## config.mk

```make
export PLATFORM = sky130hd
export DESIGN_NAME = zp_mac_accumulator_flat
export DESIGN_NICKNAME = d
export VERILOG_FILES = /design/src/rtl/zp_mac_accumulator_if.sv /design/src/rtl/zp_mac_accumulator.sv /design/src/flat_wrapper.sv
export SDC_FILE = /design/constraint.sdc
export NUM_CORES = 1
export LEC_CHECK = 0
export ABC_CLOCK_PERIOD_IN_PS = 8500
export CORE_UTILIZATION = 55
export CTS_CLUSTER_SIZE = 25
export DETAILED_ROUTE_END_ITERATION = 16
export PLACE_DENSITY = 0.76
export SYNTH_ARGS = -nofsm -noshare
export SYNTH_HDL_FRONTEND = slang
export SYNTH_SLANG_ARGS = --single-unit
```

## constraint.sdc

```tcl
create_clock -name clk -period 8.5 [get_ports clk]
set_input_delay 1.275 -clock clk [delete_from_list [all_inputs] [get_ports clk]]
set_output_delay 1.275 -clock clk [all_outputs]
set_load 0.005 [all_outputs]
```

## src/rtl/zp_mac_accumulator_if.sv

```systemverilog
// Job/term/result handshake bundle for the zero-point MAC accumulator.
interface zp_mac_accumulator_if #(
  parameter int OUT_W = 16,
  parameter int LEN_W = 8
);
  logic             start;
  logic [LEN_W-1:0] len;
  logic             in_valid;
  logic             in_ready;
  logic [7:0]       diff_in;
  logic [7:0]       wt_in;
  logic             out_valid;
  logic             out_ready;
  logic [OUT_W-1:0] acc_out;
  logic             sat_flag;
  logic             busy;

  modport master (
    output start, len, in_valid, diff_in, wt_in, out_ready,
    input  in_ready, out_valid, acc_out, sat_flag, busy
  );

  modport slave (
    input  start, len, in_valid, diff_in, wt_in, out_ready,
    output in_ready, out_valid, acc_out, sat_flag, busy
  );
endinterface

```

## src/rtl/zp_mac_accumulator.sv

```systemverilog
// Sequential MAC after the zero-point subtractor; result valid 2 cycles after the last accepted term.
// in_ready is low outside ACCUM; the saturated result is held in DONE until out_ready.
module zp_mac_accumulator #(
  parameter int ACC_W = 24,  // must be >= 16 + LEN_W so the sum never wraps
  parameter int OUT_W = 16,
  parameter int LEN_W = 8
) (
  input logic                clk,
  input logic                rst_n,
  zp_mac_accumulator_if.slave bus
);

  typedef enum logic [1:0] {IDLE, ACCUM, DRAIN, DONE} state_t;

  localparam logic signed [ACC_W-1:0] SAT_MAX = {{(ACC_W-OUT_W+1){1'b0}}, {(OUT_W-1){1'b1}}};
  localparam logic signed [ACC_W-1:0] SAT_MIN = {{(ACC_W-OUT_W+1){1'b1}}, {(OUT_W-1){1'b0}}};
  localparam logic [OUT_W-1:0]        OUT_MAX = {1'b0, {(OUT_W-1){1'b1}}};
  localparam logic [OUT_W-1:0]        OUT_MIN = {1'b1, {(OUT_W-1){1'b0}}};

  state_t                   state, state_nxt;
  logic [LEN_W-1:0]         remaining;
  logic signed [15:0]       p;
  logic                     pvalid;
  logic signed [ACC_W-1:0]  acc;
  logic signed [ACC_W-1:0]  acc_sum;
  logic signed [15:0]       diff_ext, wt_ext;
  logic [OUT_W-1:0]         acc_out_q, clamp_val;
  logic                     sat_q, clamp_sat;
  logic                     in_ready, beat, job_start;

  assign diff_ext  = {{8{bus.diff_in[7]}}, bus.diff_in};
  assign wt_ext    = {{8{bus.wt_in[7]}}, bus.wt_in};
  assign in_ready  = (state == ACCUM) && (remaining != '0);
  assign beat      = bus.in_valid && in_ready;
  assign job_start = (state == IDLE) && bus.start;

  // Stage-2 sum is also what DRAIN clamps, so the last product reaches the output register directly.
  assign acc_sum = pvalid ? acc + {{(ACC_W-16){p[15]}}, p} : acc;

  always_comb begin
    clamp_val = acc_sum[OUT_W-1:0];
    clamp_sat = 1'b0;
    if (acc_sum > SAT_MAX) begin
      clamp_val = OUT_MAX;
      clamp_sat = 1'b1;
    end else if (acc_sum < SAT_MIN) begin
      clamp_val = OUT_MIN;
      clamp_sat = 1'b1;
    end
  end

  always_ff @(posedge clk or negedge rst_n) begin
    if (!rst_n) state <= IDLE;
    else        state <= state_nxt;
  end

  always_comb begin
    state_nxt = state;
    case (state)
      IDLE:  if (bus.start) state_nxt = (bus.len == '0) ? DRAIN : ACCUM;
      ACCUM: if (beat && remaining == LEN_W'(1)) state_nxt = DRAIN;
      DRAIN: state_nxt = DONE;
      DONE:  if (bus.out_ready) state_nxt = IDLE;
      default: state_nxt = IDLE;
    endcase
  end

  always_ff @(posedge clk or negedge rst_n) begin
    if (!rst_n) begin
      remaining <= '0;
      p         <= '0;
      pvalid    <= 1'b0;
      acc       <= '0;
      acc_out_q <= '0;
      sat_q     <= 1'b0;
    end else begin
      pvalid <= beat;
      if (beat) p <= diff_ext * wt_ext;

      if (job_start) begin
        acc       <= '0;
        remaining <= bus.len;
      end else begin
        acc <= acc_sum;
        if (beat) remaining <= remaining - LEN_W'(1);
      end

      if (state == DRAIN) begin
        acc_out_q <= clamp_val;
        sat_q     <= clamp_sat;
      end
    end
  end

  assign bus.in_ready  = in_ready;
  assign bus.out_valid = (state == DONE);
  assign bus.busy      = (state != IDLE);
  assign bus.acc_out   = acc_out_q;
  assign bus.sat_flag  = sat_q;

endmodule

```

## src/flat_wrapper.sv

```systemverilog
// flat-port wrapper written by rule: the top's interface ports become plain ports
module zp_mac_accumulator_flat 
#(
  parameter int ACC_W = 24,                                                 
  parameter int OUT_W = 16,
  parameter int LEN_W = 8
)
  (clk, rst_n, bus_start, bus_len, bus_in_valid, bus_diff_in, bus_wt_in, bus_out_ready, bus_in_ready, bus_out_valid, bus_acc_out, bus_sat_flag, bus_busy);
  zp_mac_accumulator_if #(.OUT_W(OUT_W), .LEN_W(LEN_W)) bus_i ();
  input logic clk;
  input logic rst_n;
  input wire logic [$bits(bus_i.start)-1:0] bus_start;
  input wire logic [$bits(bus_i.len)-1:0] bus_len;
  input wire logic [$bits(bus_i.in_valid)-1:0] bus_in_valid;
  input wire logic [$bits(bus_i.diff_in)-1:0] bus_diff_in;
  input wire logic [$bits(bus_i.wt_in)-1:0] bus_wt_in;
  input wire logic [$bits(bus_i.out_ready)-1:0] bus_out_ready;
  output wire logic [$bits(bus_i.in_ready)-1:0] bus_in_ready;
  output wire logic [$bits(bus_i.out_valid)-1:0] bus_out_valid;
  output wire logic [$bits(bus_i.acc_out)-1:0] bus_acc_out;
  output wire logic [$bits(bus_i.sat_flag)-1:0] bus_sat_flag;
  output wire logic [$bits(bus_i.busy)-1:0] bus_busy;
  assign bus_i.start = bus_start;
  assign bus_i.len = bus_len;
  assign bus_i.in_valid = bus_in_valid;
  assign bus_i.diff_in = bus_diff_in;
  assign bus_i.wt_in = bus_wt_in;
  assign bus_i.out_ready = bus_out_ready;
  assign bus_in_ready = bus_i.in_ready;
  assign bus_out_valid = bus_i.out_valid;
  assign bus_acc_out = bus_i.acc_out;
  assign bus_sat_flag = bus_i.sat_flag;
  assign bus_busy = bus_i.busy;
  zp_mac_accumulator #(.ACC_W(ACC_W), .OUT_W(OUT_W), .LEN_W(LEN_W)) u_core (.clk(clk), .rst_n(rst_n), .bus(bus_i));
endmodule
```

# After elaboration in Yosys (flattened, before gate mapping)
# Cells that the tools add are included.
[word_totals]
ff_bits = 68
latchBits = 0
ram_bits = 0
mem_bits_ro = 0
input_bits = 29
output_inout_bits = 20
wordCells = 42
n_memories = 0
[classes]
addsub = 2
mul = 1
div = 0
order_cmp = 2
eq_ne = 7
n_shift = 0
mux = 13
n_bitwise = 0
n_reduce_logical = 10
[op_table]
columns = ["cell", "n"]
rows = [
  ["24-bit 2-to-1 mux", 2],
  ["16-bit 2-to-1 mux", 2],
  ["24-bit adder", 1],
  ["24-bit by 16-bit greater-than comparator with 1-bit output (second input constant)", 1],
  ["24-bit by 16-bit less-than comparator with 1-bit output (second input constant)", 1],
  ["8-bit by 8-bit multiplier with 16-bit output", 1],
  ["8-bit 2-to-1 mux", 2],
  ["8-bit by 1-bit equality test with 1-bit output (second input constant)", 1],
  ["8-bit zero test", 1],
  ["2-bit 2-to-1 mux", 4],
  ["2-bit one-hot mux with 4 select lines", 1],
  ["8-bit nonzero test", 1],
  ["8-bit by 1-bit subtractor with 8-bit output (second input constant)", 1],
  ["2-bit inequality test (second input constant)", 3],
  ["2-bit equality test (second input constant)", 2],
  ["1-bit logical AND", 4],
  ["2-bit nonzero test", 2],
  ["3-bit AND reduction", 1],
  ["2-bit by 1-bit equality test with 1-bit output (second input constant)", 1],
  ["2-bit zero test", 1],
  ["1-bit 2-to-1 mux", 2],
]

# Logic depth before layout (Yosys ltp)
# Gate-level depths: netlist of the first run.
[depth]
depth_word = 6
ltp_mapped = 20
depth_no_buf = 20

# Least setup slack after synthesis of the first run
# OpenSTA, ideal clock, no wires.
[synth_path]
path_type = "input-to-reg"
from = "input port bus_wt_in[7]"
to = "register u_core.p[14]"
setup_ns = 0.146
t_arrival_ns = 5.213
required_ns = 8.354
setup_slack_ns = 3.142
cell_stages = 17
path_buffers = 0
path_cell_list = "clkinv_1 > nor2_1 > fa_1 > fa_1 > fa_1 > inv_1 > fa_1 > inv_1 > ha_1 > a21boi_0 > o21ai_0 > a21oi_1 > o21ai_0 > a21boi_0 > o21ai_0 > mux2i_1 > o311ai_0"
[synth_via]
elab_chain_cells = 1
[synth_rtl]
columns = ["item", "line_no", "text"]
rows = [
  ["start: declaration", "flat_wrapper.sv:16", "input wire logic [$bits(bus_i.wt_in)-1:0] bus_wt_in;"],
  ["8-bit by 8-bit multiplier with 16-bit output", "zp_mac_accumulator.sv:78", "if (beat) p <= diff_ext * wt_ext;"],
  ["end signal: assignment", "zp_mac_accumulator.sv:78", ""],
  ["end: declaration", "zp_mac_accumulator.sv:22", "logic signed [15:0] p;"],
]
# No other way between the ends.
# A chain may end at the register's enable or synchronous reset.

# Worst setup path in the final report of the first run
# Same ends and word-level chain as after synthesis.

==> results of run 1 <==
layer usage:
metal	track usage (%)	vias up
met5	0	-
met2	45.1	112
met1	31.7	2536
li1	-	2589
met4	5.16	0
met3	3.46	14
flip-flops by register name, indices dropped and copies added, names as in the netlist:
name,count
u_core.acc,24
u_core.bus.acc_out,16
u_core.p,16
u_core.remaining,8
u_core.state,2
u_core.bus.sat_flag,1
u_core.pvalid,1
cell type report:
type                    instances  area (um2)
well taps                     143         179
fillers                       966        4050
multi-input cells             566        4550
inverters                      95         357
clock inverters                 7        98.8
flip-flops and latches         68        1700
clock buffers                   9         225
repair buffers                 51         498
logic make-up (layout without fill, tap and decap cells):
| group | count (synthesis) | count (layout) |
|---|---|---|
| DFF | 68 | 68 |
| adders and majority gates | 116 | 116 |
| buffers and inverters | 117 | 162 |
| muxes | 14 | 14 |
| AOI/OAI and AO/OA | 149 | 149 |
| and+or+nand+nor | 251 | 251 |
| xor gates and xnor gates | 36 | 36 |
worst register-to-register path: stages (launching register included):
cell	delay, ns
dfrtp_1	0.38
ha_1	0.24
fa_1	0.44
a211oi_2	0.21
o21ai_1	0.18
o21ai_2	0.19
a31oi_1	0.25
or3_1	0.48
a31oi_1	0.24
nand4b_1	0.14
or4_4	0.44
nand2_2	0.24
o2bb2ai_1	0.17
cell usage in the layout (no fill, tap or decap), types with 3 or more instances in the layout:
master            n
and2_1           38
o2bb2ai_1        13
a211oi_1         10
nand4b_1          3
nand4_1           5
a31oi_1          10
and4_1            3
fa_1             56
buf_4             3
nand3_1           8
nand2b_1          5
mux2i_1          13
and3_1            7
a21boi_0          3
o21a_1            3
o21ai_0          27
xnor2_1          25
a21o_1           14
nor2b_1           5
inv_1            93
xor2_1           10
clkbuf_16         9
clkdlybuf4s50_1  47
a21oi_1          34
o31ai_1           5
nand2_1          75
dfrtp_1          68
nor2_1           81
o211ai_1          5
ha_1             60
nor3_1           10
how the worst max path moves through the flow:
stage / start / to
after floorplan: bus_wt_in[7] / u_core.p[14]$_DFFE_PN0P_
after global placement: bus_wt_in[4] / u_core.p[14]$_DFFE_PN0P_
after detailed placement: bus_wt_in[7] / u_core.p[14]$_DFFE_PN0P_
after CTS: bus_wt_in[7] / u_core.p[14]$_DFFE_PN0P_
after global routing: bus_wt_in[7] / u_core.p[14]$_DFFE_PN0P_
final: bus_wt_in[7] / u_core.p[14]$_DFFE_PN0P_
stage by stage:
step,utilization [%],cell area [um2]
floorplan,-,6710
global placement,62.5,7280
detailed placement,62.5,7280
CTS,65.2,7610
global route,65.2,7610
finish,65.2,7610
power groups by stage:
stage	logic, mW	clock network (mW)	registers (mW)
after floorplan	1.20	0	0.531
after detailed placement	1.54	0	0.554
after global routing	1.77	0.426	0.569
final	1.55	0.404	0.553
after global placement	1.48	0	0.547
after CTS	1.55	0.409	0.553
==> results.json, run 1 <==
{
  "total_power_mw": 2.51,
  "path_buf_inv": 4,
  "arrival_ns": 6.13,
  "maxCapViolations": 0,
  "tritoncts": "yes",
  "cp_cell_sequence": "clkdlybuf4s50_1, clkinv_1, nor2_1, fa_1, fa_1, fa_1, inv_1, fa_1, inv_1, ha_1, a21boi_0, o21ai_0, a21oi_1, o21ai_0, a21boi_0, o21ai_0, mux2i_1, o311ai_0",
  "m1WireLength_um": 6600,
  "placedCellCount": 923,
  "drive_above_1_share_pct": 4.27,
  "top_layer": "met4",
  "path_max_fanout": 8,
  "r2r_start": "u_core.acc[0]$_DFF_PN0_",
  "min_to": "u_core.p[0]$_DFFE_PN0P_",
  "row_count": 39,
  "cts-hold-fix-buffers": 0,
  "ys_seq_area_share_pct": 25.4,
  "grt_pass1_vias": 5335,
  "synth-simple-area-share_pct": 17.6,
  "die-area_um2": 12600,
  "preCtsSetupSlack_ns": 2.20,
  "synth_compound_gate_area_share_pct": 15.4,
  "comb_power_share_pct": 61.9,
  "hp-start": "u_core.p[0]$_DFFE_PN0P_",
  "start_kind": "input pin",
  "gr-total-overflow": 0,
  "route.met3.wl_um": 453,
  "syn_area_per_cell_um2": 8.94,
  "rsz0062_at_grt": "false",
  "htree_levels": 3,
  "drt_first_pass_iters": 5,
  "grt_pass1_wl_um": 25200,
  "ant_nets": 0,
  "fin_cells": 939,
  "switching_share_pct": 45.4,
  "worst_slack_ns": 2.54,
  "p_per_area_nw_per_um2": 330,
  "die_w_um": 112,
  "antenna_found_initial": 0,
  "internal_power_mw": 1.37,
  "yosys.area_share.xor_xnor_pct": 4.81,
  "dp_hpwl_um": 11400,
  "clock_skew_ns": 0.00987,
  "drc": 0,
  "clock_sink_count": 68,
  "post_cts_resized": 0,
  "ys.flop_type": "dfrtp_1",
  "vias_per_cell": 5.59,
  "finalSetupViolCount": 0,
  "crit_path_end_kind": "flop",
  "synth_top_family_by_area": "adder cells",
  "pwr-share-clk_pct": 16.1,
  "crit_type": "in -> reg",
  "power.leakage_nw": 3.61,
  "clk_pin_slew_ns": 0.05,
  "start_util_pct": 57.5,
  "path_common_cell": "fa_1",
  "yosysWarnings": 0,
  "path_depth": 18,
  "regToRegEndpoint": "u_core.bus.acc_out[5]$_DFFE_PN0P_",
  "muxShareOfSynthArea_pct": 2.11,
  "whs_path_depth": 2,
  "root_buffer": "clkbuf_16",
  "io_buffers": 48,
  "critPathSlowestCell": "fa_1",
  "syn_inst": 751,
  "ys_top_cells_by_count": "inv_1 (93), nor2_1 (81), nand2_1 (75)",
  "cts_setup_buffers": 0,
  "drt_iter0_drc": 265,
  "cts_buffers": 9,
  "synth_seq_cells": 68,
  "wire_per_inst_um": 15.6,
  "period_share_pct": 70.1,
  "clock_path_buffers": 2,
  "syn_to_final_growth_pct": 13.4,
  "ys_top_cells_by_area": "dfrtp_1 (25%), fa_1 (17%), ha_1 (11%), inv_1 (5.2%), nor2_1 (4.5%)",
  "syn_area_um2": 6710,
  "routed_wl_um": 14600,
  "relSlewSlack_pct": 42.9,
  "die_height_um": 112,
  "vias": 5251,
  "setup_tns_ns": 0,
  "maxSlewViolCount": 0,
  "grt_usage_pct": 24.8,
  "tightest_slew_ns": 0.854,
  "grt_max_degree": 69,
  "synth_most_common_cell": "inv_1",
  "required_ns": 8.67,
  "switchingPower_mw": 1.14,
  "layout.nets": 936,
  "r2r_cells": 12,
  "run_status": "complete, no violations",
  "routabilityCongestion": 0.930,
  "max_freq_ghz": 0.168,
  "final_hold_viol_count": 0,
  "max_stage_delay_ns": 0.54,
  "clk_latency_ns": 0.34,
  "p_seq_share_pct": 22.0,
  "irDropWorstVdd_mv": 0.149,
  "synth.largest_area_cell": "dfrtp_1",
  "async_flop_share_pct": 100,
  "whs_ns": 0.470,
  "cp_top_family": "adder cells",
  "synthAdderAreaFrac_pct": 27.9,
  "syn-num-nets": 896,
  "yosys.area.top_type_share_pct": 25.4,
  "wl_met2_um": 7410,
  "pin_count": 49,
  "fin_crit_ns": 5.96,
  "r2r_setup_slack_ns": 4.81,
  "n_antenna_cell": 0,
  "synthDistinctLibCells": 64,
  "hold_path_class": "reg -> reg",
  "coreArea_um2": 11700,
  "synth_edf_count": 0
}
No activity file was read; power rests on OpenSTA's default activity.
==> run 2: changes to the inputs <==
ABC_CLOCK_PERIOD_IN_PS = 6300   (was 8500)
clock period = 6.3 ns   (was 8.5 ns; I/O delays follow)
==> results.json, run 2 (synthesized netlist as in run 1, its figures left out) <==
{
  "die_height_um": 112,
  "grt_pass1_vias": 5477,
  "pin_count": 49,
  "top_layer": "met4",
  "total_power_mw": 3.30,
  "ant_nets": 0,
  "cts-hold-fix-buffers": 0,
  "route.met3.wl_um": 551,
  "grt_max_degree": 69,
  "rsz0062_at_grt": "false",
  "root_buffer": "clkbuf_16",
  "hold_path_class": "reg -> reg",
  "crit_type": "in -> reg",
  "crit_path_end_kind": "flop",
  "irDropWorstVdd_mv": 0.184,
  "post_cts_resized": 0,
  "die_w_um": 112,
  "arrival_ns": 5.82,
  "drt_first_pass_iters": 4,
  "largest-register": "u_core.acc",
  "tritoncts": "yes",
  "antenna_found_initial": 0,
  "fin_crit_ns": 5.65,
  "setup_tns_ns": 0,
  "clk_pin_slew_ns": 0.05,
  "vias_per_cell": 5.62,
  "maxSlewViolCount": 0,
  "max_freq_ghz": 0.177,
  "io_buffers": 48,
  "clock_path_buffers": 2,
  "routed_wl_um": 14500,
  "drive_above_1_share_pct": 4.14,
  "row_count": 39,
  "htree_levels": 3,
  "final_area_um2": 7560,
  "layout.nets": 937,
  "wire_per_inst_um": 15.4,
  "preCtsSetupSlack_ns": 0.294,
  "grt_usage_pct": 24.7,
  "m1WireLength_um": 6450,
  "path_buf_inv": 5,
  "maxCapViolations": 0,
  "n_antenna_cell": 0,
  "grt_pass1_wl_um": 25100,
  "max_stage_delay_ns": 0.54,
  "cp_top_family": "adder cells",
  "gr-total-overflow": 0,
  "worst_slack_ns": 0.650,
  "dp_hpwl_um": 11500,
  "finalSetupViolCount": 0,
  "final_core_util_pct": 64.8,
  "final_common_cell": "inv_1",
  "power.leakage_nw": 3.59,
  "mostFrequentLayoutCells": "inv_1 (93), nor2_1 (81), nand2_1 (75), dfrtp_1 (68), ha_1 (60)",
  "p_per_area_nw_per_um2": 436,
  "coreArea_um2": 11700,
  "die-area_um2": 12600,
  "cts_buffers": 9,
  "cts_setup_buffers": 0,
  "wl_met2_um": 7230,
  "final_hold_viol_count": 0,
  "relSlewSlack_pct": 41.0,
  "clk_latency_ns": 0.34,
  "clock_sink_count": 68,
  "routabilityCongestion": 0.933,
  "start_kind": "input pin",
  "run_status": "complete, no violations",
  "required_ns": 6.47,
  "critPathSlowestCell": "clkdlybuf4s50_1",
  "cp_cell_sequence": "clkdlybuf4s50_1, and2_1, fa_1, inv_1, fa_1, inv_1, fa_1, inv_1, fa_1, inv_1, ha_1, o21ai_0, a21boi_0, o21ai_0, a21oi_1, o21ai_0, a21boi_0, o21ai_0, mux2i_1, o311ai_0",
  "syn_to_final_growth_pct": 12.7,
  "drt_iter0_drc": 358,
  "period_share_pct": 89.7,
  "dpl-instance-area_um2": 7290,
  "vias": 5286,
  "path_max_fanout": 8,
  "start_util_pct": 57.5,
  "clock_skew_ns": 0.00714,
  "drc": 0,
  "largest_reg_flops": 24,
  "tightest_slew_ns": 0.882
}
-- run 2: per-layer routing --
layer / global-route usage (%) / vias up
met3: 3.83 / 27
met2: 43.6 / 142
li1: - / 2599
met1: 31.0 / 2518
met5: 0 / -
met4: 8.00 / 0
-- run 2: worst paths after layout --
check / start / end / slack [ns] / cells past startpoint
max reg2reg: u_core.acc[0]$_DFF_PN0_ / u_core.bus.acc_out[5]$_DFFE_PN0P_ / 2.59 / 12
max in group asynchronous: rst_n / u_core.pvalid$_DFF_PN0_ / 4.95 / 2
min in group asynchronous: rst_n / u_core.acc[21]$_DFF_PN0_ / 0.80 / 2
min reg2reg: u_core.p[0]$_DFFE_PN0P_ / u_core.p[0]$_DFFE_PN0P_ / 0.48 / 2
max: bus_wt_in[4] / u_core.p[14]$_DFFE_PN0P_ / 0.65 / 20
min: u_core.p[0]$_DFFE_PN0P_ / u_core.p[0]$_DFFE_PN0P_ / 0.48 / 2
-- run 2: layout make-up --
class | instances | area [um2]
tap | 143 | 179
clock inverter | 5 | 37.5
timing repair buffer | 52 | 505
sequential | 68 | 1700
clock buffer | 11 | 233
multi-input combinational | 566 | 4550
inverter | 95 | 357
fill | 972 | 4100
-- run 2: worst min-delay path: stages, from the launching register on --
cell     delay, ns
dfrtp_1       0.35
nand2_1       0.05
nand2_1       0.05
-- run 2: power breakdown --
part	switching (mW)	internal, mW	total (mW)
Combinational	1.21	0.882	2.09
Clock	0.199	0.268	0.466
Sequential	0.126	0.616	0.742
-- run 2: through the flow --
step                      hold WS (ns)  std cells
after floorplan                  0.443        751
after global placement           0.467        924
after detailed placement         0.467        924
after CTS                        0.479        940
after global routing             0.518        940
final                            0.477        940
==> run 3: changes to the inputs <==
HOLD_SLACK_MARGIN = 0.03   (was unset)
==> results of run 3 <==
No change in the layout: final DEF, timing and power equal those of run 2.
